## src/rtl/btb_pkg.sv

```systemverilog
// Branch target buffer shared constants and saturating-counter helpers.
package btb_pkg;
  localparam int CTR_MAX_W = 4;
  typedef logic [CTR_MAX_W-1:0] ctr_t;

  function automatic ctr_t ctr_inc(ctr_t c, ctr_t max);
    return (c == max) ? c : c + 1'b1;
  endfunction

  function automatic ctr_t ctr_dec(ctr_t c);
    return (c == '0) ? c : c - 1'b1;
  endfunction
endpackage

```

## src/rtl/cpu_types_pkg.sv

```systemverilog
// Core-wide scalar types shared by all pipeline units.
package cpu_types_pkg;
  typedef logic [31:0] word_t;
endpackage

```

## src/rtl/branch_predictor_btb_if.sv

```systemverilog
// Fetch lookup and resolve update bundle for the BTB predictor.
interface branch_predictor_btb_if #(
  parameter int INDEX_W = 4
) ();
  import cpu_types_pkg::*;

  word_t              lookup_pc;
  logic               predict;
  word_t              pred_target;
  logic [INDEX_W-1:0] pred_index;

  logic               upd_en;
  logic [INDEX_W-1:0] upd_index;
  word_t              upd_pc;
  logic               upd_taken;
  word_t              upd_target;

  modport bp (
    input  lookup_pc,
    output predict, pred_target, pred_index,
    input  upd_en, upd_index, upd_pc,
    input  upd_taken, upd_target
  );

  modport fetch (
    output lookup_pc,
    input  predict, pred_target, pred_index
  );

  modport resolve (
    output upd_en, upd_index, upd_pc,
    output upd_taken, upd_target
  );
endinterface

```

## src/rtl/branch_predictor_btb_sat.sv

```systemverilog
// Next value of a CTR_W-bit saturating direction counter.
module sat_counter_update
  import btb_pkg::*;
#(
  parameter int CTR_W = 2
) (
  input  logic [CTR_W-1:0] ctr_i,
  input  logic             inc_i,
  output logic [CTR_W-1:0] ctr_o
);
  localparam ctr_t MAXV = ctr_t'((2**CTR_W) - 1);

  ctr_t wide;
  ctr_t nxt;

  assign wide  = ctr_t'(ctr_i);
  assign nxt   = inc_i ? ctr_inc(wide, MAXV)
                       : ctr_dec(wide);
  assign ctr_o = CTR_W'(nxt);
endmodule

```

## src/rtl/branch_predictor_btb.sv

```systemverilog
// Direct-mapped BTB with per-entry direction counters and
// optional gshare indexing; lookup is combinational.
module branch_predictor_btb
  import btb_pkg::*;
#(
  parameter int ENTRIES = 16,
  parameter int TAG_W   = 8,
  parameter int CTR_W   = 2,
  parameter int GSHARE  = 0,
  localparam int INDEX_W = $clog2(ENTRIES)
) (
  input logic CLK,
  input logic RST,
  branch_predictor_btb_if.bp bp
);
  localparam logic [CTR_W-1:0] CTR_WNT =
    CTR_W'((2**(CTR_W-1)) - 1);
  localparam logic [CTR_W-1:0] CTR_WT =
    CTR_W'(2**(CTR_W-1));

  typedef struct packed {
    logic             valid;
    logic [TAG_W-1:0] tag;
    logic [29:0]      target;
    logic [CTR_W-1:0] ctr;
  } entry_t;

  entry_t tbl_q [ENTRIES];

  logic [INDEX_W-1:0] ghr;
  logic [INDEX_W-1:0] idx;
  logic [TAG_W-1:0]   ltag;
  entry_t             lent;
  logic               hit;

  assign idx  = bp.lookup_pc[INDEX_W+1:2] ^ ghr;
  assign ltag = bp.lookup_pc[TAG_W+INDEX_W+1 -: TAG_W];
  assign lent = tbl_q[idx];
  assign hit  = lent.valid && (lent.tag == ltag);

  assign bp.predict     = hit && lent.ctr[CTR_W-1];
  assign bp.pred_target = bp.predict
                        ? {lent.target, 2'b00}
                        : bp.lookup_pc + 32'd4;
  assign bp.pred_index  = idx;

  logic [TAG_W-1:0] utag;
  entry_t           uent;
  entry_t           entry_d;
  logic             uhit;
  logic             wr;
  logic [CTR_W-1:0] ctr_nxt;

  assign utag = bp.upd_pc[TAG_W+INDEX_W+1 -: TAG_W];
  assign uent = tbl_q[bp.upd_index];
  assign uhit = uent.valid && (uent.tag == utag);

  sat_counter_update #(
    .CTR_W(CTR_W)
  ) u_ctr (
    .ctr_i(uent.ctr),
    .inc_i(bp.upd_taken),
    .ctr_o(ctr_nxt)
  );

  // Hits train; misses allocate only on taken outcomes.
  always_comb begin
    entry_d = uent;
    wr      = 1'b0;
    if (uhit) begin
      wr          = 1'b1;
      entry_d.ctr = ctr_nxt;
      if (bp.upd_taken)
        entry_d.target = bp.upd_target[31:2];
    end else if (bp.upd_taken) begin
      wr             = 1'b1;
      entry_d.valid  = 1'b1;
      entry_d.tag    = utag;
      entry_d.target = bp.upd_target[31:2];
      entry_d.ctr    = CTR_WT;
    end
  end

  always_ff @(posedge CLK) begin
    if (RST) begin
      for (int i = 0; i < ENTRIES; i++) begin
        tbl_q[i].valid <= 1'b0;
        tbl_q[i].ctr   <= CTR_WNT;
      end
    end else if (bp.upd_en && wr) begin
      tbl_q[bp.upd_index] <= entry_d;
    end
  end

  generate
    if (GSHARE != 0) begin : g_ghr
      logic [INDEX_W-1:0] ghr_q;
      logic [INDEX_W-1:0] ghr_d;

      always_comb begin
        ghr_d = ghr_q;
        if (bp.upd_en)
          ghr_d = {ghr_q[INDEX_W-2:0], bp.upd_taken};
      end

      always_ff @(posedge CLK) begin
        if (RST) ghr_q <= '0;
        else     ghr_q <= ghr_d;
      end

      assign ghr = ghr_q;
    end else begin : g_no_ghr
      assign ghr = '0;
    end
  endgenerate

  logic unused_ok;
  assign unused_ok = ^{bp.upd_pc, bp.upd_target[1:0]};
endmodule

```

## src/flat_wrapper.sv

```systemverilog
// flat-port wrapper written by rule: the top's interface ports become plain ports
module branch_predictor_btb_flat import btb_pkg::*;
#(
  parameter int ENTRIES = 16,
  parameter int TAG_W   = 8,
  parameter int CTR_W   = 2,
  parameter int GSHARE  = 0,
  localparam int INDEX_W = $clog2(ENTRIES)
)
  (CLK, RST, bp_lookup_pc, bp_predict, bp_pred_target, bp_pred_index, bp_upd_en, bp_upd_index, bp_upd_pc, bp_upd_taken, bp_upd_target);
  branch_predictor_btb_if #(.INDEX_W(4)) bp_i ();
  input logic CLK;
  input logic RST;
  input wire logic [$bits(bp_i.lookup_pc)-1:0] bp_lookup_pc;
  output wire logic [$bits(bp_i.predict)-1:0] bp_predict;
  output wire logic [$bits(bp_i.pred_target)-1:0] bp_pred_target;
  output wire logic [$bits(bp_i.pred_index)-1:0] bp_pred_index;
  input wire logic [$bits(bp_i.upd_en)-1:0] bp_upd_en;
  input wire logic [$bits(bp_i.upd_index)-1:0] bp_upd_index;
  input wire logic [$bits(bp_i.upd_pc)-1:0] bp_upd_pc;
  input wire logic [$bits(bp_i.upd_taken)-1:0] bp_upd_taken;
  input wire logic [$bits(bp_i.upd_target)-1:0] bp_upd_target;
  assign bp_i.lookup_pc = bp_lookup_pc;
  assign bp_predict = bp_i.predict;
  assign bp_pred_target = bp_i.pred_target;
  assign bp_pred_index = bp_i.pred_index;
  assign bp_i.upd_en = bp_upd_en;
  assign bp_i.upd_index = bp_upd_index;
  assign bp_i.upd_pc = bp_upd_pc;
  assign bp_i.upd_taken = bp_upd_taken;
  assign bp_i.upd_target = bp_upd_target;
  branch_predictor_btb #(.ENTRIES(ENTRIES), .TAG_W(TAG_W), .CTR_W(CTR_W), .GSHARE(GSHARE)) u_core (.CLK(CLK), .RST(RST), .bp(bp_i));
endmodule
```

## config.mk

```make
export PLATFORM = sky130hd
export DESIGN_NAME = branch_predictor_btb_flat
export DESIGN_NICKNAME = d
export VERILOG_FILES = /design/src/rtl/btb_pkg.sv /design/src/rtl/cpu_types_pkg.sv /design/src/rtl/branch_predictor_btb_if.sv /design/src/rtl/branch_predictor_btb_sat.sv /design/src/rtl/branch_predictor_btb.sv /design/src/flat_wrapper.sv
export SDC_FILE = /design/constraint.sdc
export NUM_CORES = 1
export LEC_CHECK = 0
export CAP_MARGIN = 20
export CORE_ASPECT_RATIO = 0.6
export CORE_MARGIN = 3
export CORE_UTILIZATION = 55
export DETAILED_ROUTE_END_ITERATION = 10
export GPL_ROUTABILITY_DRIVEN = 0
export HOLD_SLACK_MARGIN = 0.1
export PLACE_DENSITY = 0.82
export SLEW_MARGIN = 20
export SYNTH_ARGS = -nofsm -noshare
export SYNTH_HDL_FRONTEND = slang
export SYNTH_SLANG_ARGS = --single-unit
```

## constraint.sdc

```tcl
create_clock -name CLK -period 5.29 [get_ports CLK]
set_input_delay 1.3225 -clock CLK [delete_from_list [all_inputs] [get_ports CLK]]
set_output_delay 1.3225 -clock CLK [all_outputs]
set_load 0.05 [all_outputs]
```

==> run metrics, run 1 <==
Hold Path Cell Cnt=4; initial antenna violation count=1; routed wire length=between 80 and 90 mm; M1 GR Usage=42.5%; first-pass GRT wire length=around 130 mm; most frequent cells in the layout=edfxtp_1, mux4_2, nand2_1; f_max=roughly 190 MHz; CP peak stage delay=around 530 ps; Iter 0 DRT Violations=around 3000; critical-path cell list=buf_12 -> buf_4 -> mux4_2 -> mux4_2 -> xnor2_1 -> nand2_1 -> nand4b_1 -> buf_6 -> buf_16 -> mux2_4 -> buf_12; final slew viol count=0; Max VDD drop=0.289 mV; Buf/Inv on CP=5; reg2reg end=u_core.tbl_q[7][7]; nets@finish=1887; failing checks=negative setup slack; number of hold buffers added after cts=0; #FFs+latches synth=approximately 660; Clock Latency Late Sink=between 600 and 700 ps; Power Internal=~0.0087 W; sw power=about 0.0026 W; Synth Instances=roughly 1600; combinational power share=a little over a tenth; Mapped Area=around 32000 um2; fin area=between 30000 and 40000 um2; Top FF cell, synth=edfxtp_1; WL/cell=~34 um; Worst Hold End=u_core.tbl_q[3][38]; critical-path maximum fanout=8; Global Route Usage Sum=a little under a third; ranking of synthesized cells by area=edfxtp_1, mux4_2, nand2_1; Routed Antenna Nets=0; Worst Slack Setup Final=-58.5 ps; Cell Area, Placed=about 35000 um2; via count=around 19000; Tcrit/Tclk final=101%; DRC Markers=0; r2r worst-path depth=9; vias in the first global route=roughly 19000; clock power share=a little under two fifths; Area Growth Syn to Fin=17.1%; Inserted Clock Buffers=57; Starting Density=between 50 and 60%; critical path's slowest cell=mux4_2; diodes inserted=0; clock slew at reported path FFs=70 ps; Most flops, register=u_core.tbl_q; Worst Path Arrival=4030 ps; Tot Pwr=roughly 0.011 W; WP data required=roughly 4000 ps; worst slew pin tran=roughly 800 ps; leak pwr=12.1 nW; Synth async-reset ratio=0%; clock tree buffer depth=3; Max H-tree Level=2; Post-Syn Area per Cell=between 15 and 20 um2; HPWL Detailed=51.4 mm; dpl ws=-80.4 ps; Seq pwr share=between 50% and 60%; # clock sinks=between 600 and 700; minimum clock period=roughly 5300 ps; CTS tree=built; RR Startpoint=u_core.tbl_q[12][35]; Port Buf Inserts=between 100 and 150; RSZ-0062 raised after global routing=yes; CORE AREA=56300 um2; die extent in x=~320 um; vias per cell=around 7.2; Syn. warnings=0; register area share after synthesis=62.3%; Startpoint Class=primary input; met2 global-route usage=47.5%; Syn Nets=between 1500 and 2000; status=finished, violations left; crit path kind=primary input to primary output; die height=192 um; Root Buffer=clkbuf_16; GR Layer Usage met3=7.14%; Hold Fails Final Rpt=0; Rows=67; largest net degree at the start of global routing=73; Net Sw Frac=a little under a quarter; post-synth cell types=47; I/O pin cnt=about 140; Top Family by Delay on Critical Path=multiplexers; post-route clock skew=18.5 ps; maxcap violations=0; Setup violations, final=18; Yosys top cell area share=62.3%; fillcell total=approximately 3600; Hold WS=approximately 1200 ps; hold path start=u_core.tbl_q[13][38]; CP Capture Type=primary output; Pwr per Cell Area=307 nW/um2; number of synthesized flops with an enable pin=around 660; commonest non-fill, non-tap cell in the layout=edfxtp_1; Max-slew headroom=46.3%; drt pass-1 iters=5; grt total ovfl=0; die area=around 61000 um2; Regs by FF count=u_core.tbl_q (656); area leader, netlist=edfxtp_1; Top Usage Layer GRT=met2; max reg flops=656; hold crit path type=flop to flop; ratio of cells with drive above 1 in the final layout=roughly two fifths; setup slack, reg-to-reg=around 1500 ps
## metrics by stage
step | util, % | instances | setup TNS [ps]
floorplan | - | 1613 | -36460
global placement | 61.9 | 2472 | -58.0
detailed placement | 61.9 | 2472 | -697
CTS | 65.7 | 2587 | -50.6
global route | 65.8 | 2587 | -2060
finish | 65.8 | 2587 | -405
## worst register-to-register path, cell delays in order (launching register included)
cell,delay [ps]
edfxtp_1,440
mux4_2,490
mux4_2,530
xnor2_2,390
nand2_1,90
and4bb_1,370
a31oi_4,220
buf_12,250
nor3_4,250
buf_12,360
## Yosys cell counts (3+ instances only)
library cell,instances
mux4_2,376
nor2_1,23
xnor2_1,25
nor3_2,8
inv_1,5
nor4_1,3
o21ai_0,7
and4_1,3
clkbuf_1,52
buf_4,8
nand3_1,47
nand2_1,130
a31oi_1,6
or2_2,16
mux2i_1,27
a21oi_1,6
mux2_2,34
nand4_1,4
and2_1,7
a22oi_1,8
nand4b_1,3
o211ai_1,4
and3_1,15
buf_2,35
nor3_1,16
buf_6,3
xor2_1,15
buf_1,26
nor2b_1,21
edfxtp_1,656
## power groups by stage
stage / sequential, W / combinational, W / clock (W)
6_report: 0.00585 / 0.00124 / 0.00429
5_1_grt: 0.00585 / 0.00130 / 0.00452
4_1_cts: 0.00585 / 0.00122 / 0.00432
3_5_place_dp: 0.00596 / 0.00119 / 0
3_3_place_gp: 0.00596 / 0.00116 / 0
2_1_floorplan: 0.00595 / 0.000763 / 0
## worst max path at each step
stage / end / from / depth (start not counted)
after floorplan: u_core.tbl_q[0][0] / bp_upd_index[1] / 10
after global placement: bp_pred_target[3] / bp_lookup_pc[2] / 12
after detailed placement: bp_pred_target[3] / bp_lookup_pc[2] / 12
after CTS: bp_pred_target[3] / bp_lookup_pc[2] / 11
after global routing: bp_pred_target[3] / bp_lookup_pc[2] / 12
final: bp_pred_target[3] / bp_lookup_pc[2] / 11
## per-layer routing
layer  up-vias  routed length, um
li1       7213                  -
met1      9745              32200
met2      1446              42900
met3       206              11200
met4         2               2750
met5         -                 11
## cell type report
cell class	count	area, um2	share of cell area, %
inverter	6	22.5	0.0608
clock buffer	66	1480	4.00
multi-input combinational	827	11700	31.4
timing repair buffer	234	2870	7.74
tap	759	950	2.56
clock inverter	39	395	1.07
sequential	656	19700	53.1
## kinds of logic (layout without fill, tap and decap cells)
group	count (synthesis)	in the layout	synth area share [%]
AND/OR/NAND/NOR	304	304	4.82
AO/OA/AOI/OAI	42	42	0.969
XOR/XNOR	42	42	1.21
buffers and inverters	130	345	1.85
multiplexers	437	437	28.8
flip-flops	656	656	62.3
adder cells (fa/ha/maj)	2	2	0.0712
## timing repair
action,4_1_cts,5_1_grt
gates resized for setup,29,17
setup buffers,6,1
pin swaps,4,3
endpoints found under the setup margin,29,30
cloned,4,0
(Power assumes the default switching activity.)
==> run 2, diff against run 1 <==
Settings changed: CORE_UTILIZATION 55 to 60, PLACE_DENSITY 0.82 to 0.85, REMOVE_ABC_BUFFERS from default to 1.
Clock period 5.29 ns to 6 ns, I/O delays scaled along.
==> run metrics, run 2 (synthesis gave the netlist of run 1 again) <==
Port Buf Inserts=114; HPWL Detailed=~51 mm; RSZ-0062 raised after global routing=no; number of hold buffers added after cts=0; status=finished, final reports clean; maxcap violations=0; most frequent cells in the layout=edfxtp_1, mux4_2, nand2_1; grt total ovfl=0; Buf/Inv on CP=4; Max VDD drop=roughly 0.29 mV; DRC Markers=0; WP data required=4500 ps; die height=184 um; Max-slew headroom=31.6%; # clock sinks=~660; Max H-tree Level=2; Tot Pwr=0.00978 W; crit path kind=primary input to primary output; post-route clock skew=24.3 ps; Iter 0 DRT Violations=2799; vias per cell=7.44; hold crit path type=flop to flop; I/O pin cnt=141; Inserted Clock Buffers=56; Tcrit/Tclk final=between 90 and 100%; leak pwr=around 12 nW; Global Route Usage Sum=a little under a third; final slew viol count=0; diodes inserted=0; Root Buffer=clkbuf_16; critical-path cell list=buf_12 -> mux4_2 -> nor2b_1 -> a211oi_2 -> a21oi_1 -> xor2_1 -> nor3_1 -> nand4b_1 -> buf_4 -> buf_4 -> mux2_2 -> buf_12; ratio of cells with drive above 1 in the final layout=between 30% and 40%; CORE AREA=between 50000 and 60000 um2; CP peak stage delay=approximately 530 ps; vias in the first global route=around 19000; nets@finish=around 1900; initial antenna violation count=1; CP Capture Type=primary output; Area Growth Syn to Fin=15.0%; Hold Path Cell Cnt=4; Starting Density=61.4%; Worst Slack Setup Final=about 110 ps; die extent in x=302 um; commonest non-fill, non-tap cell in the layout=edfxtp_1; CTS tree=built; via count=approximately 19000; Worst Hold End=u_core.tbl_q[3][39]; dpl ws=-127 ps; WL/cell=between 30 and 40 um; Setup violations, final=0; worst slew pin tran=1020 ps; first-pass GRT wire length=127 mm; critical path's slowest cell=mux4_2; reg2reg end=u_core.tbl_q[3][32]; setup slack, reg-to-reg=around 2200 ps; minimum clock period=slightly below 6000 ps; clock slew at reported path FFs=70 ps; Pwr per Cell Area=269 nW/um2; Regs by FF count=u_core.tbl_q (656); r2r worst-path depth=9; die area=between 50000 and 60000 um2; Worst Path Arrival=roughly 4400 ps; Rows=64; Hold Fails Final Rpt=0; RR Startpoint=u_core.tbl_q[1][35]; max reg flops=about 660; routed wire length=a little under 90 mm; Startpoint Class=primary input; critical-path maximum fanout=36; clock tree buffer depth=3; f_max=170 MHz; hold path start=u_core.tbl_q[14][39]; drt pass-1 iters=5; largest net degree at the start of global routing=roughly 110; Most flops, register=u_core.tbl_q; Top Family by Delay on Critical Path=multiplexers; Clock Latency Late Sink=around 600 ps; Routed Antenna Nets=0
[run 2: metal layers]
layer	track usage (%)	part of all wire (%)	vias to the layer above
li1	-	-	7144
met1	45.1	35	9608
met2	49.6	48	1537
met3	8.16	13	214
met4	10.4	3.5	2
met5	0	0.015	-
[run 2: final cells by class]
class | count | area (um2)
Clock buffer | 66 | 1480
Clock inverter | 32 | 273
Timing Repair Buffer | 207 | 2560
Fill cell | 3011 | 15200
Sequential cell | 656 | 19700
Inverter | 6 | 22.5
Multi-Input combinational cell | 827 | 11500
Tap cell | 693 | 867
[run 2: worst max path at each step]
| stage | startpoint | endpoint | slack [ps] | cells after the start |
|---|---|---|---|---|
| 2_1_floorplan | bp_upd_index[1] | u_core.tbl_q[11][0] | -1460 | 8 |
| 3_3_place_gp | bp_lookup_pc[2] | bp_pred_target[2] | -20 | 11 |
| 3_5_place_dp | bp_lookup_pc[2] | bp_pred_target[2] | -130 | 11 |
| 4_1_cts | bp_lookup_pc[2] | bp_pred_target[8] | 0.9 | 11 |
| 5_1_grt | bp_lookup_pc[2] | bp_pred_target[8] | 10 | 12 |
| 6_report | bp_lookup_pc[2] | bp_pred_target[8] | 110 | 12 |
[run 2: power breakdown]
part           switching [W]  internal [W]
registers          0.0000163       0.00514
logic               0.000591      0.000461
clock network        0.00165       0.00193
total                0.00225       0.00753
[run 2: worst min-delay path, delay by kind of cell, from the launching register on]
| family | cells | cell delay (ps) |
|---|---|---|
| simple gates | 2 | 180 |
| mux | 2 | 570 |
| flops | 1 | 340 |
[run 2: through the flow]
stage	cell area [um2]	utilization [%]	std cells	hold slack (ps)	setup TNS [ps]
floorplan	31100	-	1489	1060	-469670
global placement	34600	67.1	2388	1200	-18.3
detailed placement	34600	67.1	2388	1250	-1360
CTS	36400	70.5	2486	1260	0
global route	36400	70.5	2487	1350	0
finish	36400	70.5	2487	1260	0
[run 2: what timing repair did]
item                       CTS  global route
hold endpoints to repair     0             0
gates resized for setup      2             1
setup buffers                0             1
pin swaps                    0             1
setup endpoints to repair   30            32
